$ cat src/rtl/macro_bus_pkg.sv
// Shared types and constants for the user-area Wishbone decoder.
package macro_bus_pkg;

    typedef enum logic [1:0] {
        IDLE = 2'd0,
        FWD  = 2'd1,
        RESP = 2'd2
    } state_t;

    typedef enum logic [1:0] {
        DEC_MACRO    = 2'd0,
        DEC_LOCAL    = 2'd1,
        DEC_UNMAPPED = 2'd2
    } dec_kind_t;

    typedef struct packed {
        dec_kind_t  kind;
        logic [3:0] idx;
    } dec_t;

    localparam logic [7:0]  USER_BASE   = 8'h30;
    localparam logic [3:0]  LOCAL_SEL   = 4'hF;
    localparam logic [19:0] CTRL_OFS    = 20'h0_0000;
    localparam logic [19:0] STATUS_OFS  = 20'h0_0004;
    localparam logic [27:0] TIMEOUT_TAG = 28'hBAD0_000;

    // Classify a host address: macro slot, local register block or unmapped.
    function automatic dec_t decode_addr(input logic [31:0] adr, input int unsigned num_macros);
        dec_t d;
        d.kind = DEC_UNMAPPED;
        d.idx  = adr[23:20];
        if (adr[31:24] == USER_BASE) begin
            if (adr[23:20] == LOCAL_SEL) begin
                d.kind = DEC_LOCAL;
            end else if (32'(adr[23:20]) < num_macros) begin
                d.kind = DEC_MACRO;
            end
        end
        return d;
    endfunction

endpackage

$ cat src/rtl/macro_bus_ctrl_if.sv
// Host-side Wishbone classic port of the user area.
interface macro_bus_ctrl_if;
    logic        wbs_cyc_i;
    logic        wbs_stb_i;
    logic        wbs_we_i;
    logic [3:0]  wbs_sel_i;
    logic [31:0] wbs_adr_i;
    logic [31:0] wbs_dat_i;
    logic        wbs_ack_o;
    logic [31:0] wbs_dat_o;

    modport slave (
        input  wbs_cyc_i, wbs_stb_i, wbs_we_i, wbs_sel_i, wbs_adr_i, wbs_dat_i,
        output wbs_ack_o, wbs_dat_o
    );

    modport master (
        output wbs_cyc_i, wbs_stb_i, wbs_we_i, wbs_sel_i, wbs_adr_i, wbs_dat_i,
        input  wbs_ack_o, wbs_dat_o
    );
endinterface

$ cat src/rtl/macro_bus_ctrl_io_owner_mux.sv
// Pad ownership mux: exactly one macro (or nobody) drives the wrapper pads.
// When not enabled, or the owner index names no macro, pads fall back to
// inputs with io_out low so nothing can contend.
module io_owner_mux #(
    parameter int unsigned NUM_MACROS = 2,
    parameter int unsigned IO_PADS    = 38
) (
    input  logic [3:0]                    owner,
    input  logic                          io_en,
    input  logic                          io_active,
    input  logic [IO_PADS*NUM_MACROS-1:0] m_io_out_i,
    input  logic [IO_PADS*NUM_MACROS-1:0] m_io_oeb_i,
    output logic [IO_PADS-1:0]            io_out,
    output logic [IO_PADS-1:0]            io_oeb
);

    // Select the owner's slices; an owner index with no matching macro keeps the safe default.
    always_comb begin
        io_out = '0;
        io_oeb = '1;
        if (io_en && io_active) begin
            for (int i = 0; i < int'(NUM_MACROS); i++) begin
                if (owner == 4'(i)) begin
                    io_out = m_io_out_i[IO_PADS*i +: IO_PADS];
                    io_oeb = m_io_oeb_i[IO_PADS*i +: IO_PADS];
                end
            end
        end
    end

endmodule

$ cat src/rtl/macro_bus_ctrl.sv
// Wishbone decoder between the user-area slave port and the attached macros.
// Forwards each access to one macro with a timeout, answers the local
// CTRL/STATUS registers, and owns the pad-ownership control.
module macro_bus_ctrl
    import macro_bus_pkg::*;
#(
    parameter int unsigned NUM_MACROS = 2,
    parameter int unsigned IO_PADS    = 38,
    parameter int unsigned TIMEOUT    = 255
) (
    input  logic                          wb_clk_i,
    input  logic                          wb_rst_i,
    macro_bus_ctrl_if.slave               wbs,
    input  logic                          io_active,
    output logic [NUM_MACROS-1:0]         m_cyc_o,
    output logic [NUM_MACROS-1:0]         m_stb_o,
    output logic                          m_we_o,
    output logic [3:0]                    m_sel_o,
    output logic [31:0]                   m_adr_o,
    output logic [31:0]                   m_dat_o,
    input  logic [NUM_MACROS-1:0]         m_ack_i,
    input  logic [32*NUM_MACROS-1:0]      m_dat_i,
    input  logic [IO_PADS*NUM_MACROS-1:0] m_io_out_i,
    input  logic [IO_PADS*NUM_MACROS-1:0] m_io_oeb_i,
    output logic [IO_PADS-1:0]            io_out,
    output logic [IO_PADS-1:0]            io_oeb,
    output logic                          irq_o
);

    state_t        state_q, state_n;
    logic [3:0]    idx_q, idx_n;
    logic [15:0]   cnt_q, cnt_n;
    logic          ack_q, ack_n;
    logic [31:0]   dat_q, dat_n;
    logic          local_q, local_n;
    logic [3:0]    owner_q, owner_n;
    logic          io_en_q, io_en_n;
    logic          irq_en_q, irq_en_n;
    logic          sticky_q, sticky_n;
    logic [3:0]    last_q, last_n;
    logic [15:0]   tcnt_q, tcnt_n;
    logic          irq_q, irq_n;

    dec_t                  dec;
    logic                  host_req;
    logic                  timeout_hit;
    logic                  sel_ack;
    logic [31:0]           sel_dat;
    logic [31:0]           local_rd;
    logic [NUM_MACROS-1:0] fwd_sel;

    assign dec      = decode_addr(wbs.wbs_adr_i, NUM_MACROS);
    assign host_req = wbs.wbs_cyc_i & wbs.wbs_stb_i;

    assign m_we_o  = wbs.wbs_we_i;
    assign m_sel_o = wbs.wbs_sel_i;
    assign m_adr_o = wbs.wbs_adr_i;
    assign m_dat_o = wbs.wbs_dat_i;
    assign m_cyc_o = fwd_sel;
    assign m_stb_o = fwd_sel;

    assign wbs.wbs_ack_o = ack_q;
    assign wbs.wbs_dat_o = dat_q;
    assign irq_o         = irq_q;

    // One-hot strobe toward the latched macro while forwarding, plus its ack/data.
    always_comb begin
        fwd_sel = '0;
        sel_ack = 1'b0;
        sel_dat = '0;
        for (int i = 0; i < int'(NUM_MACROS); i++) begin
            if (idx_q == 4'(i)) begin
                fwd_sel[i] = (state_q == FWD);
                sel_ack    = m_ack_i[i];
                sel_dat    = m_dat_i[32*i +: 32];
            end
        end
    end

    // Local register read view; offsets other than CTRL/STATUS read as zero.
    always_comb begin
        local_rd = '0;
        if (wbs.wbs_adr_i[19:0] == CTRL_OFS) begin
            local_rd = {22'd0, irq_en_q, io_en_q, 4'd0, owner_q};
        end else if (wbs.wbs_adr_i[19:0] == STATUS_OFS) begin
            local_rd = {tcnt_q, 8'd0, last_q, 3'd0, sticky_q};
        end
    end

    // Next-state and next-register logic; a timeout set overrides a same-cycle sticky clear.
    always_comb begin
        state_n     = state_q;
        idx_n       = idx_q;
        cnt_n       = cnt_q;
        ack_n       = 1'b0;
        dat_n       = dat_q;
        local_n     = local_q;
        owner_n     = owner_q;
        io_en_n     = io_en_q;
        irq_en_n    = irq_en_q;
        sticky_n    = sticky_q;
        last_n      = last_q;
        tcnt_n      = tcnt_q;
        timeout_hit = 1'b0;

        case (state_q)
            IDLE: begin
                if (host_req) begin
                    if (dec.kind == DEC_MACRO) begin
                        state_n = FWD;
                        idx_n   = dec.idx;
                        cnt_n   = '0;
                        local_n = 1'b0;
                    end else begin
                        state_n = RESP;
                        ack_n   = 1'b1;
                        local_n = (dec.kind == DEC_LOCAL);
                        dat_n   = (dec.kind == DEC_LOCAL) ? local_rd : '0;
                    end
                end
            end
            FWD: begin
                if (!wbs.wbs_cyc_i) begin
                    state_n = IDLE;
                end else if (sel_ack) begin
                    dat_n   = sel_dat;
                    ack_n   = 1'b1;
                    state_n = RESP;
                end else if (cnt_q == 16'(TIMEOUT)) begin
                    dat_n       = {TIMEOUT_TAG, idx_q};
                    ack_n       = 1'b1;
                    state_n     = RESP;
                    timeout_hit = 1'b1;
                end else begin
                    cnt_n = cnt_q + 16'd1;
                end
            end
            RESP: begin
                state_n = IDLE;
                if (local_q && host_req && wbs.wbs_we_i) begin
                    if (wbs.wbs_adr_i[19:0] == CTRL_OFS) begin
                        owner_n  = wbs.wbs_dat_i[3:0];
                        io_en_n  = wbs.wbs_dat_i[8];
                        irq_en_n = wbs.wbs_dat_i[9];
                    end else if (wbs.wbs_adr_i[19:0] == STATUS_OFS && wbs.wbs_dat_i[0]) begin
                        sticky_n = 1'b0;
                    end
                end
            end
            default: state_n = IDLE;
        endcase

        if (timeout_hit) begin
            sticky_n = 1'b1;
            last_n   = idx_q;
            if (tcnt_q != 16'hFFFF) begin
                tcnt_n = tcnt_q + 16'd1;
            end
        end

        irq_n = sticky_n & irq_en_n;
    end

    // State and register update with synchronous reset.
    always_ff @(posedge wb_clk_i) begin
        if (wb_rst_i) begin
            state_q  <= IDLE;
            idx_q    <= '0;
            cnt_q    <= '0;
            ack_q    <= 1'b0;
            dat_q    <= '0;
            local_q  <= 1'b0;
            owner_q  <= '0;
            io_en_q  <= 1'b0;
            irq_en_q <= 1'b0;
            sticky_q <= 1'b0;
            last_q   <= '0;
            tcnt_q   <= '0;
            irq_q    <= 1'b0;
        end else begin
            state_q  <= state_n;
            idx_q    <= idx_n;
            cnt_q    <= cnt_n;
            ack_q    <= ack_n;
            dat_q    <= dat_n;
            local_q  <= local_n;
            owner_q  <= owner_n;
            io_en_q  <= io_en_n;
            irq_en_q <= irq_en_n;
            sticky_q <= sticky_n;
            last_q   <= last_n;
            tcnt_q   <= tcnt_n;
            irq_q    <= irq_n;
        end
    end

    io_owner_mux #(
        .NUM_MACROS (NUM_MACROS),
        .IO_PADS    (IO_PADS)
    ) u_io_owner_mux (
        .owner      (owner_q),
        .io_en      (io_en_q),
        .io_active  (io_active),
        .m_io_out_i (m_io_out_i),
        .m_io_oeb_i (m_io_oeb_i),
        .io_out     (io_out),
        .io_oeb     (io_oeb)
    );

endmodule

$ cat src/flat_wrapper.sv
// flat-port wrapper written by rule: the top's interface ports become plain ports
module macro_bus_ctrl_flat import macro_bus_pkg::*;
#(
    parameter int unsigned NUM_MACROS = 2,
    parameter int unsigned IO_PADS    = 38,
    parameter int unsigned TIMEOUT    = 255
)
  (wb_clk_i, wb_rst_i, io_active, m_cyc_o, m_stb_o, m_we_o, m_sel_o, m_adr_o, m_dat_o, m_ack_i, m_dat_i, m_io_out_i, m_io_oeb_i, io_out, io_oeb, irq_o, wbs_wbs_cyc_i, wbs_wbs_stb_i, wbs_wbs_we_i, wbs_wbs_sel_i, wbs_wbs_adr_i, wbs_wbs_dat_i, wbs_wbs_ack_o, wbs_wbs_dat_o);
  macro_bus_ctrl_if wbs_i ();
  input  logic wb_clk_i;
  input  logic wb_rst_i;
  input  logic io_active;
  output logic [NUM_MACROS-1:0] m_cyc_o;
  output logic [NUM_MACROS-1:0] m_stb_o;
  output logic m_we_o;
  output logic [3:0] m_sel_o;
  output logic [31:0] m_adr_o;
  output logic [31:0] m_dat_o;
  input  logic [NUM_MACROS-1:0] m_ack_i;
  input  logic [32*NUM_MACROS-1:0] m_dat_i;
  input  logic [IO_PADS*NUM_MACROS-1:0] m_io_out_i;
  input  logic [IO_PADS*NUM_MACROS-1:0] m_io_oeb_i;
  output logic [IO_PADS-1:0] io_out;
  output logic [IO_PADS-1:0] io_oeb;
  output logic irq_o;
  input wire logic [$bits(wbs_i.wbs_cyc_i)-1:0] wbs_wbs_cyc_i;
  input wire logic [$bits(wbs_i.wbs_stb_i)-1:0] wbs_wbs_stb_i;
  input wire logic [$bits(wbs_i.wbs_we_i)-1:0] wbs_wbs_we_i;
  input wire logic [$bits(wbs_i.wbs_sel_i)-1:0] wbs_wbs_sel_i;
  input wire logic [$bits(wbs_i.wbs_adr_i)-1:0] wbs_wbs_adr_i;
  input wire logic [$bits(wbs_i.wbs_dat_i)-1:0] wbs_wbs_dat_i;
  output wire logic [$bits(wbs_i.wbs_ack_o)-1:0] wbs_wbs_ack_o;
  output wire logic [$bits(wbs_i.wbs_dat_o)-1:0] wbs_wbs_dat_o;
  assign wbs_i.wbs_cyc_i = wbs_wbs_cyc_i;
  assign wbs_i.wbs_stb_i = wbs_wbs_stb_i;
  assign wbs_i.wbs_we_i = wbs_wbs_we_i;
  assign wbs_i.wbs_sel_i = wbs_wbs_sel_i;
  assign wbs_i.wbs_adr_i = wbs_wbs_adr_i;
  assign wbs_i.wbs_dat_i = wbs_wbs_dat_i;
  assign wbs_wbs_ack_o = wbs_i.wbs_ack_o;
  assign wbs_wbs_dat_o = wbs_i.wbs_dat_o;
  macro_bus_ctrl #(.NUM_MACROS(NUM_MACROS), .IO_PADS(IO_PADS), .TIMEOUT(TIMEOUT)) u_core (.wb_clk_i(wb_clk_i), .wb_rst_i(wb_rst_i), .wbs(wbs_i), .io_active(io_active), .m_cyc_o(m_cyc_o), .m_stb_o(m_stb_o), .m_we_o(m_we_o), .m_sel_o(m_sel_o), .m_adr_o(m_adr_o), .m_dat_o(m_dat_o), .m_ack_i(m_ack_i), .m_dat_i(m_dat_i), .m_io_out_i(m_io_out_i), .m_io_oeb_i(m_io_oeb_i), .io_out(io_out), .io_oeb(io_oeb), .irq_o(irq_o));
endmodule
$ cat config.mk
export PLATFORM = sky130hd
export DESIGN_NAME = macro_bus_ctrl_flat
export DESIGN_NICKNAME = d
export VERILOG_FILES = /design/src/rtl/macro_bus_pkg.sv /design/src/rtl/macro_bus_ctrl_if.sv /design/src/rtl/macro_bus_ctrl_io_owner_mux.sv /design/src/rtl/macro_bus_ctrl.sv /design/src/flat_wrapper.sv
export SDC_FILE = /design/constraint.sdc
export NUM_CORES = 1
export LEC_CHECK = 0
export BUFFER_PORTS_ARGS = -buffer_cell sky130_fd_sc_hd__buf_2
export CAP_MARGIN = 20
export CORE_AREA = 3 3 185 187
export CTS_CLUSTER_DIAMETER = 100
export DETAILED_ROUTE_END_ITERATION = 10
export DIE_AREA = 0 0 188 190
export PLACE_DENSITY = 0.56
export SYNTH_ARGS = -nofsm -noshare
export SYNTH_HDL_FRONTEND = slang
export SYNTH_HIERARCHICAL = 1
export SYNTH_SLANG_ARGS = --single-unit
$ cat constraint.sdc
create_clock -name wb_clk_i -period 2.2 [get_ports wb_clk_i]
set_input_delay 0 -clock wb_clk_i [delete_from_list [all_inputs] [get_ports wb_clk_i]]
set_output_delay 0 -clock wb_clk_i [all_outputs]
set_load 0.02 [all_outputs]
**Word-level counts from Yosys, hierarchy flattened**

Cells that the tools add are included.

- Add/subtract/negate cells: 2
- $mul: 0
- Div/mod/pow operators: 0
- $lt $le $gt $ge: 1
- Equality and inequality tests: 18
- Shift-type cells: 0
- Multiplexer cells: 54
- Bitwise operators: 2
- Reductions and logical operators: 17

Operators with widths:

| cell | count |
|---|---|
| $mux 32 | 10 |
| $mux 38 | 6 |
| $mux 16 | 5 |
| $pmux 32 s2 | 1 |
| $add 16x1->16 const B | 2 |
| $pmux 16 s2 | 1 |
| $mux 1 | 21 |
| $eq 20x3->1 const B | 1 |
| $logic_not 20->1 | 1 |
| $eq 16x8->1 const B | 1 |
| $mux 2 | 8 |
| $ne 16x16->1 const B | 1 |
| $eq 4x1->1 const B | 2 |
| $eq 8x6->1 const B | 1 |
| $logic_not 4->1 | 2 |
| $ne 2x2->1 const B | 4 |
| $reduce_and 2->1 | 3 |
| $reduce_and 3->1 | 2 |
| $reduce_and 6->1 | 1 |
| $reduce_and 5->1 | 1 |
| $eq 2x1->1 const B | 2 |
| $eq 4x4->1 const B | 1 |
| $logic_and 1x1->1 | 4 |
| $logic_not 2->1 | 2 |
| other kinds (9) | 11 |

- Bits in registers: 84
- Bits in latches: 0
- RAM bits: 0
- Bits in read-only memories: 0
- Bits of input ports: 292
- Memories: 0

**Logic depth before layout (Yosys ltp)**

Gate-level depths: netlist of run 1.

- Word-level depth: 9
- Depth in mapped cells: 8

**Hierarchy**

Netlist of run 1, hierarchy kept.

By module, submodules not included:

| module | times used | cells an instance | area an instance (sq um) | seq. area each (sq um) |
|---|---|---|---|---|
| macro_bus_ctrl | 1 | 609 | 4964.8 | 1681.6 |
| io_owner_mux | 1 | 180 | 1462.7 | 0.0 |

**Worst setup path before layout of run 1**

No wires, ideal clock.

- Kind: reg-to-reg
- Start point: register u_core.cnt_q[0]
- End point: register u_core.tcnt_q[12]
- Data arrival time: 2.022 ns
- Setup slack: 0.057 ns
- Stages on the path, launching flop included: 8
- Path buffers: 1
- Cells stage by stage: dfxtp_1 > ha_1 > and3_1 > nand4_4 > or3b_1 > clkbuf_2 > nor3_1 > mux2_2

- Longest elaborated chain between the ends: 6

RTL lines:

| item | line | text |
|---|---|---|
| from (decl) | macro_bus_ctrl.sv:32 | `logic [15:0] cnt_q, cnt_n;` |
| from (signal assigned) | macro_bus_ctrl.sv:183 | `cnt_q <= cnt_n;` |
| $eq 16x8->1 | macro_bus_ctrl.sv:129 | `end else if (cnt_q == 16'(TIMEOUT)) begin` |
| $mux 1 | macro_bus_ctrl.sv:129 |  |
| $mux 1 | macro_bus_ctrl.sv:125 | `end else if (sel_ack) begin` |
| $mux 1 | macro_bus_ctrl.sv:123 | `if (!wbs.wbs_cyc_i) begin` |
| $mux 1 | macro_bus_ctrl.sv:106 | `case (state_q)` |
| $reduce_and 2->1 (no line) | -- |  |
| to (signal assigned) | macro_bus_ctrl.sv:192 | `tcnt_q <= tcnt_n;` |
| to (decl) | macro_bus_ctrl.sv:41 | `logic [15:0] tcnt_q, tcnt_n;` |

No other way between the ends.
A chain may end at the register's enable or synchronous reset.

**Final worst setup path of run 1**

- Start point: register u_core.cnt_q[9]
- End point: register u_core.tcnt_q[13]

The elaborated chain is that of the path after synthesis.

==> results of run 1 <==
area by class of cell:
type | count | area [um^2]
repair buffers | 471 | 2530
fillers | 3582 | 23600
well taps | 442 | 553
diodes | 2 | 5.00
clock inverters | 6 | 53.8
multi-input cells | 560 | 3880
clock buffers | 10 | 239
flip-flops and latches | 84 | 1700
inverters | 12 | 45.0
routing by layer:
metal / GRT usage / vias to the layer above / share of wire
met5: 0 / - / 0.00086
met4: 0.0289 / 4 / 0.011
met3: 0.0663 / 25 / 0.10
met2: 0.271 / 335 / 0.46
met1: 0.211 / 3413 / 0.43
li1: - / 3516 / -
cells in the final DEF (no fill, tap or decap), drive strengths merged, types with 2 or more instances in the layout:
master / Yosys / layout
a311oi: 3 / 3
or2: 4 / 4
nand3: 58 / 58
a211oi: 16 / 16
nand2: 30 / 30
nand4: 8 / 8
clkbuf: 27 / 10
nand2b: 3 / 3
and3: 5 / 5
ha: 2 / 2
diode: 0 / 2
and2: 5 / 5
or4: 13 / 13
mux2: 2 / 2
nor3: 75 / 75
nor2b: 3 / 3
o31ai: 13 / 13
dlygate4sd3: 0 / 7
and4: 5 / 5
mux2i: 124 / 124
o21ai: 11 / 11
or3: 23 / 23
buf: 106 / 464
inv: 12 / 16
xnor2: 2 / 2
a21o: 5 / 5
a31oi: 10 / 10
nor4: 16 / 16
dfxtp: 84 / 84
nor2: 66 / 66
a21oi: 42 / 42
timing repair:
| item | in CTS | in global routing |
|---|---|---|
| hold buffers | 7 | 0 |
| gates resized for setup | 0 | 17 |
| buffers inserted | 0 | 2 |
| endpoints found under the hold margin | 7 | 0 |
| setup endpoints to repair | 0 | 24 |
power by group:
group | internal (mW) | switching [mW]
clock | 0.819 | 0.711
combinational | 0.307 | 0.366
sequential | 1.55 | 0.0152
worst max-delay path, stage by stage, from the launching register on:
cell      delay (ns)
dfxtp_2         0.35
nor4_4          0.34
nand4_4         0.17
buf_6           0.16
a2111o_1        0.48
or4_4           0.45
a21oi_2         0.14
state kept, by name, summed over array words and instances (netlist names):
name and flops:
u_core/tcnt_q 16, u_core/last_q 4, u_core/sticky_q 1, u_core/irq_en_q 1, u_core/state_q 2, u_core/local_q 1, u_core/idx_q 4, u_core/cnt_q 16
u_core/io_en_q 1, u_core/owner_q 4, u_core/wbs.wbs_dat_o 32, u_core/wbs.wbs_ack_o 1, u_core/irq_o 1
logic make-up (layout without fill, tap and decap cells):
| logic type | after synthesis | in the layout | synth area share |
|---|---|---|---|
| and+or+nand+nor | 319 | 319 | 0.279 |
| buffers and inverters | 145 | 499 | 0.144 |
| muxes | 126 | 126 | 0.197 |
| AOI/OAI and AO/OA | 111 | 111 | 0.112 |
| DFF | 84 | 84 | 0.262 |
| adders and majority gates | 2 | 2 | 0.00389 |
| xor gates and xnor gates | 2 | 2 | 0.00273 |
| other | 0 | 2 | 0 |
worst max path at each step:
stage	endpoint	slack [ns]	depth (start not counted)
after global routing	u_core/tcnt_q[13]$_SDFFE_PP0P_	-0.06	6
after floorplan	u_core/tcnt_q[12]$_SDFFE_PP0P_	0.06	7
after CTS	u_core/tcnt_q[12]$_SDFFE_PP0P_	0.02	6
after detailed placement	u_core/tcnt_q[12]$_SDFFE_PP0P_	0.03	5
final	u_core/tcnt_q[13]$_SDFFE_PP0P_	0.05	6
after global placement	u_core/tcnt_q[1]$_SDFFE_PP0P_	0.07	6
==> impl_metrics.ini, run 1 <==
[die]
die_h_um = 190
rows = 66
die_w_um = 188
initial_core_util = 0.197
core_area_um2 = 32600
dieArea_um2 = 35700
ios = 475

[placement]
dpl_worst_slack_ns = 0.0346
gp_congestion = 0.879
post_dp_cell_area_um2 = 8570
numPortBuffers = 414
dp.cells = 1560
place_hpwl_mm = 26.5

[route]
wl_per_cell_um = 19.8
via_per_inst = 4.60
ant_nets = 0
drc = 0
firstDrtPassIters = 5
drt_wl_total_mm = 31.4
drt_iter0_drc = 312
vias = 7293

[finish]
final_core_util = 0.276
final_area_um2 = 9010
instances_no_fill = 1587
drive_above_1_share = 0.471
fin_nets = 1432
syn2layout_area_growth_pct = 40.2

[yosys]
syn-instance-count = 789
yosysTopAreaCellShare = 0.262
synth_common_cells = 124 x mux2i_1, 84 x dfxtp_1, 78 x buf_4, 66 x nor2_1, 58 x nand3_1
syn_area_per_cell_um2 = 8.15
synth_fp_nets = 1083
ys.warnings.count = 6
synth.most_common_cell = mux2i_1
netlist_area_um2 = 6430
synth_edf_count = 0
synth_area_leader_cell = dfxtp_1
synth.distinct_cells = 57
synth-seq-cells = 84
ys_top_cells_by_area = dfxtp_1 26%, mux2i_1 19%, buf_4 9.1%
async_reset_ff_frac = 0
synth_ff_type = dfxtp_1
seq_area_frac_synth = 0.262

[global_route]
antenna_found_initial = 14
grt_pass1_wl_mm = 45.1
grt_overflow = 0
grtUsageTotal = 0.167
grt_max_degree = 43
grt_pass1_vias = 6999

[timing]
worst_pin_slew_ns = 0.781
fin_hold_ws_ns = 0.00000881
setup_viol = 0
drv_slew = 0
hold_viol_final = 0
final.setup.tns_ns = 0
fin_skew_ns = 0.0134
fin_ws_ns = 0.0453
rsz0062_at_grt = true
relSlewSlack = 0.477
period_share = 0.979
period_needed_ns = 2.15
fmax_ghz = 0.464

[run]
cap_violations = 0

[worst_hold_path]
worstHoldStart = wbs_wbs_dat_i[17]
worstHoldPathCells = 0
hp-class = in -> out
whs_endpoint = m_dat_o[17]

[clocking]
cts.clk_slew.worst_paths_ns = 0.07
cts.path.max_buffers = 2
ctsHtreeMaxLevel = 3
cts_made_buffers = 9
clock-sinks = 84
cts_tree = done
clock_latency_ns = 0.35
cts_root_buf = clkbuf_16

[power_and_ir_drop]
p_total_mw = 3.77
ir_drop_uv = 478
power_density_nw_per_um2 = 418
leakagePower_nw = 3.61

[run_status]
status = finished clean

[critical_path]
rr_worst_depth = 6
start_kind = flip-flop
rrSetupSlack_ns = 0.05
reg2reg_to = u_core/tcnt_q[13]$_SDFFE_PP0P_
endpoint_kind = flip-flop
r2r-start = u_core/cnt_q[9]$_SDFFE_PP0P_
required_ns = 2.49
crit_type = reg -> reg
crit_fanout = 8
cp-startpoint = u_core/cnt_q[9]$_SDFFE_PP0P_
cp.arrival_ns = 2.44
(Power assumes the default switching activity.)
==> run 2: changes to the inputs <==
CORE_AREA = 4 4 180 182   (was 3 3 185 187)
DIE_AREA = 0 0 184 186   (was 0 0 188 190)
PLACE_DENSITY = 0.59   (was 0.56)
SETUP_SLACK_MARGIN = 0.05   (was not set)
==> impl_metrics.ini, run 2 (same netlist as run 1, synthesis figures left out) <==
[critical_path]
crit_fanout = 7
endpoint_kind = flip-flop
cp.arrival_ns = 2.42
crit_chain = ha_1 -> and3_1 -> nand4_4 -> a2111o_1 -> or4_1 -> a21oi_1
cp_slowest_cell = a2111o_1
required_ns = 2.48
crit_type = reg -> reg
start_kind = flip-flop
cpPeakStageDelay_ns = 0.50

[finish]
fin_nets = 1437
final_area_um2 = 9110
final_common_cell = buf_2
syn2layout_area_growth_pct = 41.8
drive_above_1_share = 0.483
mostFrequentLayoutCells = 414 x buf_2, 124 x mux2i_1, 76 x dfxtp_1
multiInputGateArea_um2 = 3940
largest_reg_flops = 32
seq_area_um2 = 1700
instances_no_fill = 1548
fillers = 3328

[route]
drt_wl_total_mm = 31.1
drt_iter0_drc = 350
firstDrtPassIters = 5
wl_per_cell_um = 20.1
ant_nets = 0
vias = 7265
drc = 0
via_per_inst = 4.69

[die]
core_area_um2 = 30600
die_h_um = 186
initial_core_util = 0.210
rows = 64
ios = 475
dieArea_um2 = 34200
die_w_um = 184

[placement]
place_hpwl_mm = 26.0
post_dp_cell_area_um2 = 8570
gp_congestion = 0.903
dp.cells = 1516
numPortBuffers = 414

[power_and_ir_drop]
leakagePower_nw = 3.68
ir_drop_uv = 405
p_total_mw = 3.75
power_density_nw_per_um2 = 412

[run]
cap_violations = 0

[run_status]
status = finished clean

[clocking]
cts.path.max_buffers = 2
clock-sinks = 84
ctsHtreeMaxLevel = 3
clock_latency_ns = 0.35
cts_made_buffers = 9
cts_root_buf = clkbuf_16
cts.clk_slew.worst_paths_ns = 0.07
cts_tree = done

[global_route]
grt_pass1_vias = 6765
grt_max_degree = 39
grt_pass1_wl_mm = 42.7
antenna_found_initial = 10
grt_overflow = 0
grtUsageTotal = 0.166

[timing]
hold_viol_final = 0
fmax_ghz = 0.468
worst_pin_slew_ns = 0.742
final.setup.tns_ns = 0
fin_hold_ws_ns = 0.00000881
drv_slew = 0
relSlewSlack = 0.503
period_needed_ns = 2.14
fin_skew_ns = 0.00963
rsz0062_at_grt = true
period_share = 0.971
setup_viol = 0

[worst_hold_path]
hp-class = in -> out
-- run 2: repair_timing --
item                       in CTS  in global routing
hold endpoints to repair        6                  0
cloned                          0                  2
hold buffers                    6                  0
buffers inserted                0                  4
gates resized for setup         1                 28
pin swaps                       0                 17
setup endpoints to repair       2                 17
-- run 2: layout make-up --
cell class | instances | area share
Clock buffer | 10 | 0.0262
Sequential cell | 84 | 0.186
Timing Repair Buffer | 476 | 0.290
Inverter | 12 | 0.00494
Multi-Input combinational cell | 560 | 0.432
Tap cell | 396 | 0.0544
Antenna cell | 4 | 0.00110
Clock inverter | 6 | 0.00494
-- run 2: metrics by stage --
| stage | worst slack, ns | utilization |
|---|---|---|
| floorplan | 0.0575 | - |
| global placement | 0.0453 | 0.280 |
| detailed placement | 0.0158 | 0.280 |
| CTS | 0.0767 | 0.291 |
| global route | 0.00105 | 0.298 |
| finish | 0.0633 | 0.298 |
-- run 2: per-layer routing --
metal,up-vias,GRT usage,share of wire
met4,0,0.0432,0.017
met3,33,0.0592,0.10
met1,3383,0.205,0.41
met2,315,0.276,0.47
met5,-,0,0
li1,3534,-,-
-- run 2: report_power, final --
part / total (mW) / switching (mW) / internal, mW
combinational: 0.697 / 0.374 / 0.323
clock: 1.50 / 0.689 / 0.808
sequential: 1.56 / 0.0142 / 1.55
-- run 2: critical path, delay by kind of cell, from the launching register on --
kind	cells	cell delay, ns
adders and majority gates	1	0.18
and+or+nand+nor	3	0.89
AOI/OAI and AO/OA	2	0.63
DFF	1	0.37
-- run 2: final timing paths --
kind / from / end / slack (ns) / depth (start not counted)
worst max-delay path: u_core/cnt_q[1]$_SDFFE_PP0P_ / u_core/tcnt_q[13]$_SDFFE_PP0P_ / 0.06 / 6
worst min-delay path: wbs_wbs_dat_i[17] / m_dat_o[17] / 0.000009 / 0
worst max register to register: u_core/cnt_q[1]$_SDFFE_PP0P_ / u_core/tcnt_q[13]$_SDFFE_PP0P_ / 0.06 / 6
worst min register to register: u_core/wbs.wbs_dat_o[15]$_SDFFE_PP0P_ / u_core/wbs.wbs_dat_o[15]$_SDFFE_PP0P_ / 0.45 / 2
